`src/rtl/reg_dump_reader.sv`:
```
// Debug reader: walks a range of register-file entries and streams them as a
// header/address/data/checksum byte frame over a valid/ready byte interface.
module reg_dump_reader #(
  parameter int unsigned FIRST_REG = 0,
  parameter int unsigned LAST_REG  = 31,
  parameter logic [7:0]  HDR_BYTE  = 8'hA5
) (
  input  logic        clk,
  input  logic        rst,
  input  logic        start,
  output logic        busy,
  output logic        done,
  output logic [4:0]  rd_addr,
  input  logic [31:0] rd_data,
  output logic [7:0]  tx_data,
  output logic        tx_valid,
  input  logic        tx_ready
);

  localparam logic [4:0] FirstIdx = 5'(FIRST_REG);
  localparam logic [4:0] LastIdx  = 5'(LAST_REG);

  typedef enum logic [3:0] {
    StIdle, StHdr, StLoad, StAddr, StB3, StB2, StB1, StB0, StCsum, StDone
  } state_e;

  state_e      state_q, state_d;
  logic [4:0]  idx_q;
  logic [31:0] shadow_q;
  logic [7:0]  csum_q;
  logic        tx_fire;
  logic        in_body;

  assign tx_fire = tx_valid && tx_ready;
  assign in_body = (state_q == StAddr) || (state_q == StB3) || (state_q == StB2) ||
                   (state_q == StB1) || (state_q == StB0);
  assign rd_addr = idx_q;

  always_ff @(posedge clk) begin
    if (rst) begin
      state_q <= StIdle;
    end else begin
      state_q <= state_d;
    end
  end

  always_comb begin
    state_d = state_q;
    unique case (state_q)
      StIdle: if (start) state_d = StHdr;
      StHdr:  if (tx_ready) state_d = StLoad;
      StLoad: state_d = StAddr;
      StAddr: if (tx_ready) state_d = StB3;
      StB3:   if (tx_ready) state_d = StB2;
      StB2:   if (tx_ready) state_d = StB1;
      StB1:   if (tx_ready) state_d = StB0;
      StB0:   if (tx_ready) state_d = (idx_q == LastIdx) ? StCsum : StLoad;
      StCsum: if (tx_ready) state_d = StDone;
      StDone: state_d = StIdle;
      default: state_d = StIdle;
    endcase
  end

  always_ff @(posedge clk) begin
    if (rst) begin
      idx_q    <= FirstIdx;
      shadow_q <= '0;
      csum_q   <= '0;
    end else begin
      if (state_q == StIdle && start) begin
        idx_q  <= FirstIdx;
        csum_q <= '0;
      end
      // Snapshot once per register so later rd_data changes cannot leak into the frame.
      if (state_q == StLoad) begin
        shadow_q <= rd_data;
      end
      if (tx_fire && in_body) begin
        csum_q <= csum_q ^ tx_data;
      end
      if (state_q == StB0 && tx_ready && idx_q != LastIdx) begin
        idx_q <= idx_q + 5'd1;
      end
    end
  end

  // Outputs decode only state and registers; tx_ready never reaches them.
  always_comb begin
    tx_valid = 1'b0;
    tx_data  = 8'h00;
    busy     = (state_q != StIdle);
    done     = (state_q == StDone);
    unique case (state_q)
      StHdr:  begin tx_valid = 1'b1; tx_data = HDR_BYTE;        end
      StAddr: begin tx_valid = 1'b1; tx_data = {3'b000, idx_q}; end
      StB3:   begin tx_valid = 1'b1; tx_data = shadow_q[31:24]; end
      StB2:   begin tx_valid = 1'b1; tx_data = shadow_q[23:16]; end
      StB1:   begin tx_valid = 1'b1; tx_data = shadow_q[15:8];  end
      StB0:   begin tx_valid = 1'b1; tx_data = shadow_q[7:0];   end
      StCsum: begin tx_valid = 1'b1; tx_data = csum_q;          end
      default: ;
    endcase
  end

endmodule

```
`config.mk`:
```
export PLATFORM = sky130hd
export DESIGN_NAME = reg_dump_reader
export DESIGN_NICKNAME = d
export VERILOG_FILES = /design/src/rtl/reg_dump_reader.sv
export SDC_FILE = /design/constraint.sdc
export NUM_CORES = 1
export LEC_CHECK = 0
export ABC_AREA = 0
export ABC_CLOCK_PERIOD_IN_PS = 4150
export CAP_MARGIN = 10
export CORE_ASPECT_RATIO = 0.9
export CORE_MARGIN = 2
export CORE_UTILIZATION = 55
export DETAILED_ROUTE_END_ITERATION = 12
export PLACE_DENSITY = 0.85
export RECOVER_POWER = 50
export SLEW_MARGIN = 20
export SYNTH_ARGS = -nofsm -noshare
export SYNTH_HDL_FRONTEND = slang
export SYNTH_SLANG_ARGS = --single-unit
```
`constraint.sdc`:
```
create_clock -name clk -period 4.15 [get_ports clk]
set_input_delay 0.6225 -clock clk [delete_from_list [all_inputs] [get_ports clk]]
set_output_delay 0.6225 -clock clk [all_outputs]
set_load 0.01 [all_outputs]
```
Word level (Yosys, flattened, before mapping)
Cells that the tools add are included.
{ "totals": {"latchBits": 0, "elab_cells": 56, "ram_bits": 0, "romBits": 0, "reg_bits": 49, "out_inout_bits": 16, "in_bits": 36, "n_memories": 0} }
{ "classes": {"add_sub_neg": 1, "n_shift": 0, "bitwise_logic": 1, "magnitude_cmp": 0, "eq_ne": 19, "n_reduce_logical": 15, "n_mux": 16, "mul": 0, "n_div": 0} }
{ "ops": {"columns": ["operator", "count"], "rows": [
  ["$pmux W8 S7", 1],
  ["$mux W4", 9],
  ["$pmux W4 S9", 1],
  ["$eq A4 B3 Y1 const B", 4],
  ["$mux W8", 2],
  ["$ne A2 B2 Y1 const B", 8],
  ["$mux W5", 2],
  ["$eq A4 B2 Y1 const B", 2],
  ["$eq A4 B4 Y1 const B", 2],
  ["$reduce_and A8 Y1", 1],
  ["$xor A8 B8 Y8", 1],
  ["$reduce_or A7 Y1", 1],
  ["$add A5 B1 Y5 const B", 1],
  ["$eq A5 B5 Y1 const B", 1],
  ["$logic_and A1 B1 Y1", 5],
  ["$ne A5 B5 Y1 const B", 1],
  ["$eq A4 B1 Y1 const B", 1],
  ["$logic_not A4 Y1", 1],
  ["$logic_or A1 B1 Y1", 4],
  ["$reduce_bool A2 Y1", 2],
  ["$reduce_bool A4 Y1", 1],
  ["$mux W1", 1]
]} }

Longest topological paths before layout
Gate-level depths: netlist (run 1).
{ "logic_depth": {"ltp_word": 7, "ltp_mapped": 8, "ltp_nobuf": 7} }

Worst setup path before layout (run 1)
No wires, ideal clock.
{ "synth_path": {"path_kind": "register to output", "start": "register state_q[0]", "end": "output tx_data[7]", "path_buffers": 1, "required_ps": 3527, "stages_incl_launch_ff": 6, "arrival_ps": 1325, "slack_ps": 2203, "cell_sequence": "dfxtp_1 buf_4 nor2_1 a22o_1 a21oi_1 o21ai_0"} }
{ "synth_between": {"elab_chain_len": 2, "word_cells_on_any_way": 8, "classes_between": "eq/ne (7); mux (1)"} }
{ "synth_rtl": {"columns": ["element", "line_no", "text"], "rows": [
  ["from (decl)", "27", "state_e state_q, state_d;"],
  ["from (signal assigned)", "41", "state_q <= StIdle;"],
  ["from (signal assigned)", "43", "state_q <= state_d;"],
  ["$eq A4 B4 Y1, or another cell as far along", "93", "unique case (state_q)"],
  ["$pmux W8 S7 *", "93", null],
  ["to (decl)", "15", "output logic [7:0] tx_data,"]
]} }
Mark *: on every way between the ends. The rest lies on a longest branch, timed or not.

Final worst setup path (run 1)
Ends and elaborated chain as after synthesis.

==> key figures, run 1 <==
Clocking
  • # resized after CTS: 0
  • H-tree depth: 2
  • CTS Root Cell: clkbuf_8
  • Worst-Skew Late Latency: between 300 and 400 ps
  • CTS Buf Count: 5
  • Max clock buf depth: 2
  • Hold Buf Count CTS: 0
  • TritonCTS clock tree: yes
  • Clock transition at the registers of the reported paths: 90 ps
  • Clock sinks: about 50
  • Post-CTS setup buffers: 0

Setup path
  • Reg2Reg Setup Slack: 1610 ps
  • Worst R2R Start: state_q[0]
  • Req. time, crit path: 3530 ps
  • CP Max Fanout: 23
  • Startpoint Class: register
  • R2R depth: 4
  • CP Capture Type: output pin
  • Worst Setup EP: tx_data[7]
  • WS Path Type: register to output pin
  • Worst EP arrival: 2610 ps
  • Worst setup path startpoint: state_q[0]
  • R2r endpoint: shadow_q[19]

STA
  • RSZ-0062 raised after global routing: no
  • Slew HR: -4.35%
  • Final Cycle Share: 77.9%
  • Minimum clock period: 3230 ps
  • Final worst slack: a little over 900 ps
  • Achievable Freq: 309 MHz
  • Slew Limit Fails: 33
  • Fin Setup TNS: 0 ps
  • Layout Skew: 3.55 ps
  • Final Hold Viols: 0
  • Finish-stage setup viols: 0
  • Worst Tran Pin Value: 1560 ps

Global routing
  • First-pass GRT wire length: 9.54 mm
  • Vias in the first global route: 1971
  • Total GRT Usage: around 25%
  • Global route overflow: 0
  • Initial antenna violation count: 0
  • Largest net degree at the start of global routing: 44

Finish
  • Fillcell total: 380
  • Layout overhead on the synthesized area: 23.4%
  • Fin cells: approximately 410
  • Ant diodes: 0
  • Layout cells sized above 1: 4.57%
  • Fin nets: 387

Status
  • Status: finished, violations left
  • Failing checks: capacitance limit, slew limit

Die
  • Core area: 4400 sq um
  • IO Pins: 52
  • Die width: 74.8 um
  • Initial core utilization: 56.3%
  • Row count: 23
  • Die Y: 67.7 um
  • Total die area: 5060 sq um

Synth
  • Yosys warns: 0
  • Main combinational cell family by area after synthesis: simple AND/OR/NAND/NOR gates
  • Register area share after synthesis: roughly two fifths
  • Adder-Cell Fraction of Synth Area: 1.01%
  • XOR/XNOR share of the synthesized area: 0.353%
  • Synth Area in Compound Gates: 23.3%
  • #FFs+latches synth: 49
  • Simple-gate share of the synthesized area: 24.3%
  • Yosys cell types: between 50 and 60
  • Ys async rst share: 0%
  • Syn Area/Cell: 7.94 sq um
  • Post-synth EDFFs: 0
  • Syn Nets: between 300 and 400
  • Multiplexer share of the synthesized area: a little under 5%
  • Mapped cell area: 2480 sq um
  • Post-Synthesis Cells: 312
  • Dominant synthesized flop cell: dfxtp_1

Place
  • Setup WS pre-CTS: 1330 ps
  • Final HPWL from detailed placement: 4.33 mm
  • Port Buffers: between 50 and 60
  • Placed Instances: slightly above 400
  • GPL Wtd Cong: 0.959

Routing
  • Remaining DRCs: 0
  • Final WL: 6.01 mm
  • Initial DRC Count: 363
  • Vias post-DR: 2317
  • Vias per cell: 5.62
  • Remaining antenna violation count: 0
  • 1st-pass router iterations: 4
  • Avg WL per Cell: 14.6 um

Pwr
  • Leakage power: 1.06 nW
  • Power Density: 372 nW/um^2
  • Worst IR drop on VDD: roughly 0.28 mV
  • Total power draw: 1.14 mW

Run
  • Max-Cap Viols: 1

Min path
  • Hold Path Stages: 2
  • HP Class: register to register
-- cells in the mapped netlist (all sizes together), types with 2 or more instances --
cell type / count / share of area [%]
a211oi: 3 / 0.91
a21o: 3 / 0.91
a21oi: 44 / 8.9
a22oi: 3 / 0.91
a32o: 7 / 2.8
and2: 2 / 0.50
and3: 5 / 1.3
buf: 15 / 4.2
clkbuf: 9 / 1.4
dfxtp: 49 / 40
ha: 2 / 1.0
inv: 6 / 0.91
mux2: 2 / 0.91
mux2i: 10 / 4.0
nand2: 74 / 11
nand2b: 2 / 0.50
nand3: 4 / 0.81
nand3b: 3 / 0.91
nor2: 17 / 2.6
nor2b: 4 / 1.0
nor3: 4 / 1.0
nor3b: 3 / 0.91
o211ai: 3 / 0.91
o21a: 2 / 0.61
o21ai: 9 / 1.8
o22ai: 4 / 1.5
o31ai: 3 / 0.91
-- sequential cells by signal, summed over array words and instances, names as in the netlist --
signal    flops
rd_addr       5
csum_q        8
shadow_q     32
state_q       4
-- area by class of cell --
| class | count | area, sq um | area share, % |
|---|---|---|---|
| flip-flops and latches | 49 | 981 | 32.1 |
| multi-input cells | 233 | 1330 | 43.6 |
| repair buffers | 54 | 533 | 17.4 |
| inverters | 6 | 22.5 | 0.736 |
| clock inverters | 2 | 38.8 | 1.27 |
| well taps | 62 | 77.6 | 2.54 |
| clock buffers | 6 | 72.6 | 2.37 |
-- worst min path at each step --
stage	startpoint	endpoint	slack [ps]
CTS	shadow_q[25]	shadow_q[25]	460
detailed placement	shadow_q[25]	shadow_q[25]	450
global placement	shadow_q[13]	shadow_q[13]	440
floorplan	shadow_q[30]	shadow_q[30]	430
global route	shadow_q[25]	shadow_q[25]	480
finish	shadow_q[16]	shadow_q[16]	460
-- per-layer routing --
| metal | global-route usage, % | part of all wire (%) | vias up |
|---|---|---|---|
| li1 | - | - | 1170 |
| met1 | 35.3 | 47 | 1045 |
| met2 | 38.8 | 45 | 91 |
| met3 | 5.82 | 5.9 | 11 |
| met4 | 7.14 | 1.9 | 0 |
| met5 | 0 | 0 | - |
-- metrics by stage --
step / util, % / hold slack (ps) / cell area, sq um
2_1_floorplan: - / 432 / 2480
3_3_place_gp: 67.0 / 442 / 2950
3_5_place_dp: 67.0 / 448 / 2950
4_1_cts: 69.6 / 461 / 3060
5_1_grt: 69.5 / 483 / 3060
6_report: 69.5 / 457 / 3060
-- where the power goes --
group	internal (mW)	switching, mW	total (mW)
sequential	0.501	0.0383	0.540
clock	0.181	0.162	0.343
combinational	0.118	0.136	0.254
-- critical path: stages, from the launching register on --
cell and delay, ps:
dfxtp_1 820, inv_2 190, a211oi_1 320, a21oi_1 100
o21ai_0 290, clkdlybuf4s50_1 580
-- kinds of logic (layout without fill, tap and decap cells) --
family	count (synthesis)	count (layout)
xor+xnor	1	1
fa+ha+maj	2	2
buf+inv	30	68
flops	49	49
simple gates	129	129
compound gates	89	89
mux	12	12
-- cell usage in the layout (no fill, tap or decap), drive strengths merged, types with 4 or more instances in the layout --
cell	instances
nor3	4
clkbuf	6
mux2i	10
clkdlybuf4s50	46
a21oi	44
nor2b	4
nand2	74
nand3	4
dfxtp	49
nor2	17
dlygate4sd3	5
a32o	7
o22ai	4
inv	6
o21ai	9
and3	5
Power figures use the tool's default switching activity.
==> inputs of run 2 (changes only) <==
--- a/config.mk
+++ b/config.mk
@@ -6,13 +6,13 @@
 export NUM_CORES = 1
 export LEC_CHECK = 0
 export ABC_AREA = 0
-export ABC_CLOCK_PERIOD_IN_PS = 4150
+export ABC_CLOCK_PERIOD_IN_PS = 3000
 export CAP_MARGIN = 10
 export CORE_ASPECT_RATIO = 0.9
 export CORE_MARGIN = 2
-export CORE_UTILIZATION = 55
+export CORE_UTILIZATION = 51
 export DETAILED_ROUTE_END_ITERATION = 12
-export PLACE_DENSITY = 0.85
+export PLACE_DENSITY = 0.8
 export RECOVER_POWER = 50
 export SLEW_MARGIN = 20
 export SYNTH_ARGS = -nofsm -noshare
==> constraint.sdc (replaced) <==
create_clock -name clk -period 3 [get_ports clk]
set_input_delay 0.45 -clock clk [delete_from_list [all_inputs] [get_ports clk]]
set_output_delay 0.45 -clock clk [all_outputs]
set_load 0.01 [all_outputs]
==> key figures, run 2 (synthesis gave the netlist of run 1 again) <==
Global routing
  • Largest net degree at the start of global routing: between 40 and 50
  • First-pass GRT wire length: 10.3 mm
  • Total GRT Usage: 23.9%
  • Vias in the first global route: 2150
  • Global route overflow: 0
  • Initial antenna violation count: 0

STA
  • RSZ-0062 raised after global routing: no
  • Layout Skew: 6.35 ps
  • Final Hold Viols: 0
  • Final Cycle Share: 91.4%
  • Fin Setup TNS: 0 ps
  • Minimum clock period: ~2700 ps
  • Worst Tran Pin Value: 1760 ps
  • Finish-stage setup viols: 0
  • Final worst slack: 258 ps
  • Slew Limit Fails: 42
  • Achievable Freq: 365 MHz
  • Slew HR: -17.6%

Pwr
  • Leakage power: 1.07 nW
  • Clock share of power: 24.3%
  • Power Density: about 480 nW/um^2
  • Switching part of the total: 30.5%
  • Internal power: 1.02 mW
  • Sequential Power Share: 51.4%
  • Comb pwr share: 24.3%
  • Worst IR drop on VDD: 0.230 mV
  • Psw: 0.448 mW

Setup path
  • CP Max Fanout: 23
  • Startpoint Class: register
  • WS Path Type: register to output pin
  • CP max stage delay: 590 ps
  • Req. time, crit path: around 2600 ps
  • CP Capture Type: output pin
  • Worst path slowest cell: dfxtp_2
  • Crit path cell chain: and2_0, a22o_1, a21oi_1, o21ai_0, clkdlybuf4s50_1
  • Worst EP arrival: between 2000 and 2500 ps

Die
  • Row count: 24
  • Core area: about 4800 sq um
  • Total die area: 5430 sq um
  • Die Y: 70.1 um
  • Die width: 77.5 um
  • Initial core utilization: 51.9%
  • IO Pins: 52

Routing
  • Avg WL per Cell: approximately 15 um
  • Final WL: 6.24 mm
  • Initial DRC Count: about 230
  • 1st-pass router iterations: 4
  • Vias per cell: 5.53
  • Remaining antenna violation count: 0
  • Vias post-DR: 2316
  • Remaining DRCs: 0

Clocking
  • TritonCTS clock tree: yes
  • CTS Buf Count: 5
  • CTS Root Cell: clkbuf_8
  • Post-CTS setup buffers: 0
  • Clock transition at the registers of the reported paths: 80 ps
  • Max clock buf depth: 2
  • Hold Buf Count CTS: 0
  • Worst-Skew Late Latency: 290 ps
  • H-tree depth: 2
  • Clock sinks: 49

Finish
  • Fin nets: 393
  • Most frequent cells in the layout: nand2_1 (74), dfxtp_1 (45), clkdlybuf4s50_1 (45)
  • Commonest non-fill, non-tap cell in the layout: nand2_1
  • Number of flip-flops in the largest register: 32
  • Top reg by flops: shadow_q
  • Post-layout instance area: about 3100 sq um
  • Layout cells sized above 1: 6.78%
  • Layout overhead on the synthesized area: 23.9%
  • Ant diodes: 0

Min path
  • HP Class: register to register

Status
  • Failing checks: capacitance limit, slew limit
  • Status: finished, violations left

Run
  • Max-Cap Viols: 1

Place
  • Setup WS pre-CTS: 321 ps
  • Final HPWL from detailed placement: 4.65 mm
  • Area post-placement: between 3000 and 4000 sq um
  • Port Buffers: 51
  • GPL Wtd Cong: 0.930
run 2: cell count changes in the layout (fill, tap and decap cells not counted), sizes merged:
cell / delta
clkbuf: +1
buf: +4
bufinv: -1
dlygate4sd3: +1
clkdlybuf4s50: -1
run 2: power groups by stage:
stage	Clock, mW	Combinational (mW)	Sequential, mW
after CTS	0.363	0.359	0.749
final	0.356	0.357	0.753
after floorplan	0	0.257	0.726
after global routing	0.384	0.393	0.759
after detailed placement	0	0.359	0.764
after global placement	0	0.349	0.764
run 2: final timing paths:
| kind | startpoint | endpoint | slack, ps | cells after the start |
|---|---|---|---|---|
| setup / recovery | state_q[1] | tx_data[7] | 260 | 5 |
| hold reg to reg | shadow_q[22] | shadow_q[22] | 460 | 2 |
| hold / removal | shadow_q[22] | shadow_q[22] | 460 | 2 |
| setup reg to reg | rd_addr[0] | rd_addr[2] | 820 | 7 |
run 2: routing by layer:
layer / global-route usage, % / vias up / routed length, um
li1: - / 1179 / -
met5: 0 / - / 0
met1: 34.2 / 1053 / 3120
met4: 8.53 / 0 / 123
met2: 36.3 / 72 / 2710
met3: 4.13 / 12 / 282
run 2: repair_timing:
| action | in CTS | in global routing |
|---|---|---|
| hold endpoints to repair | 0 | 0 |
| endpoints found under the setup margin | 0 | 8 |
| resized for setup | 0 | 4 |
run 2: final cells by class:
cell class,instances,area [sq um]
clock buffers,5,68.8
clock inverters,1,5.00
fillers,407,1700
inverters,6,22.5
multi-input cells,233,1340
flip-flops and latches,49,986
well taps,65,81.3
repair buffers,60,571
run 2: through the flow:
step | hold slack (ps) | total power [mW] | util, % | cells
global route | 495 | 1.54 | 64.3 | 419
detailed placement | 449 | 1.12 | 62.8 | 413
global placement | 445 | 1.11 | 62.8 | 413
finish | 458 | 1.47 | 64.3 | 419
CTS | 461 | 1.47 | 64.4 | 419
floorplan | 432 | 0.982 | - | 312
run 2: worst max-delay path: cells and delay by family, from the launching register on:
family | cells | cell delay (ps)
flip-flops | 1 | 590
AO/OA/AOI/OAI | 3 | 520
buffers and inverters | 1 | 590
AND/OR/NAND/NOR | 1 | 310
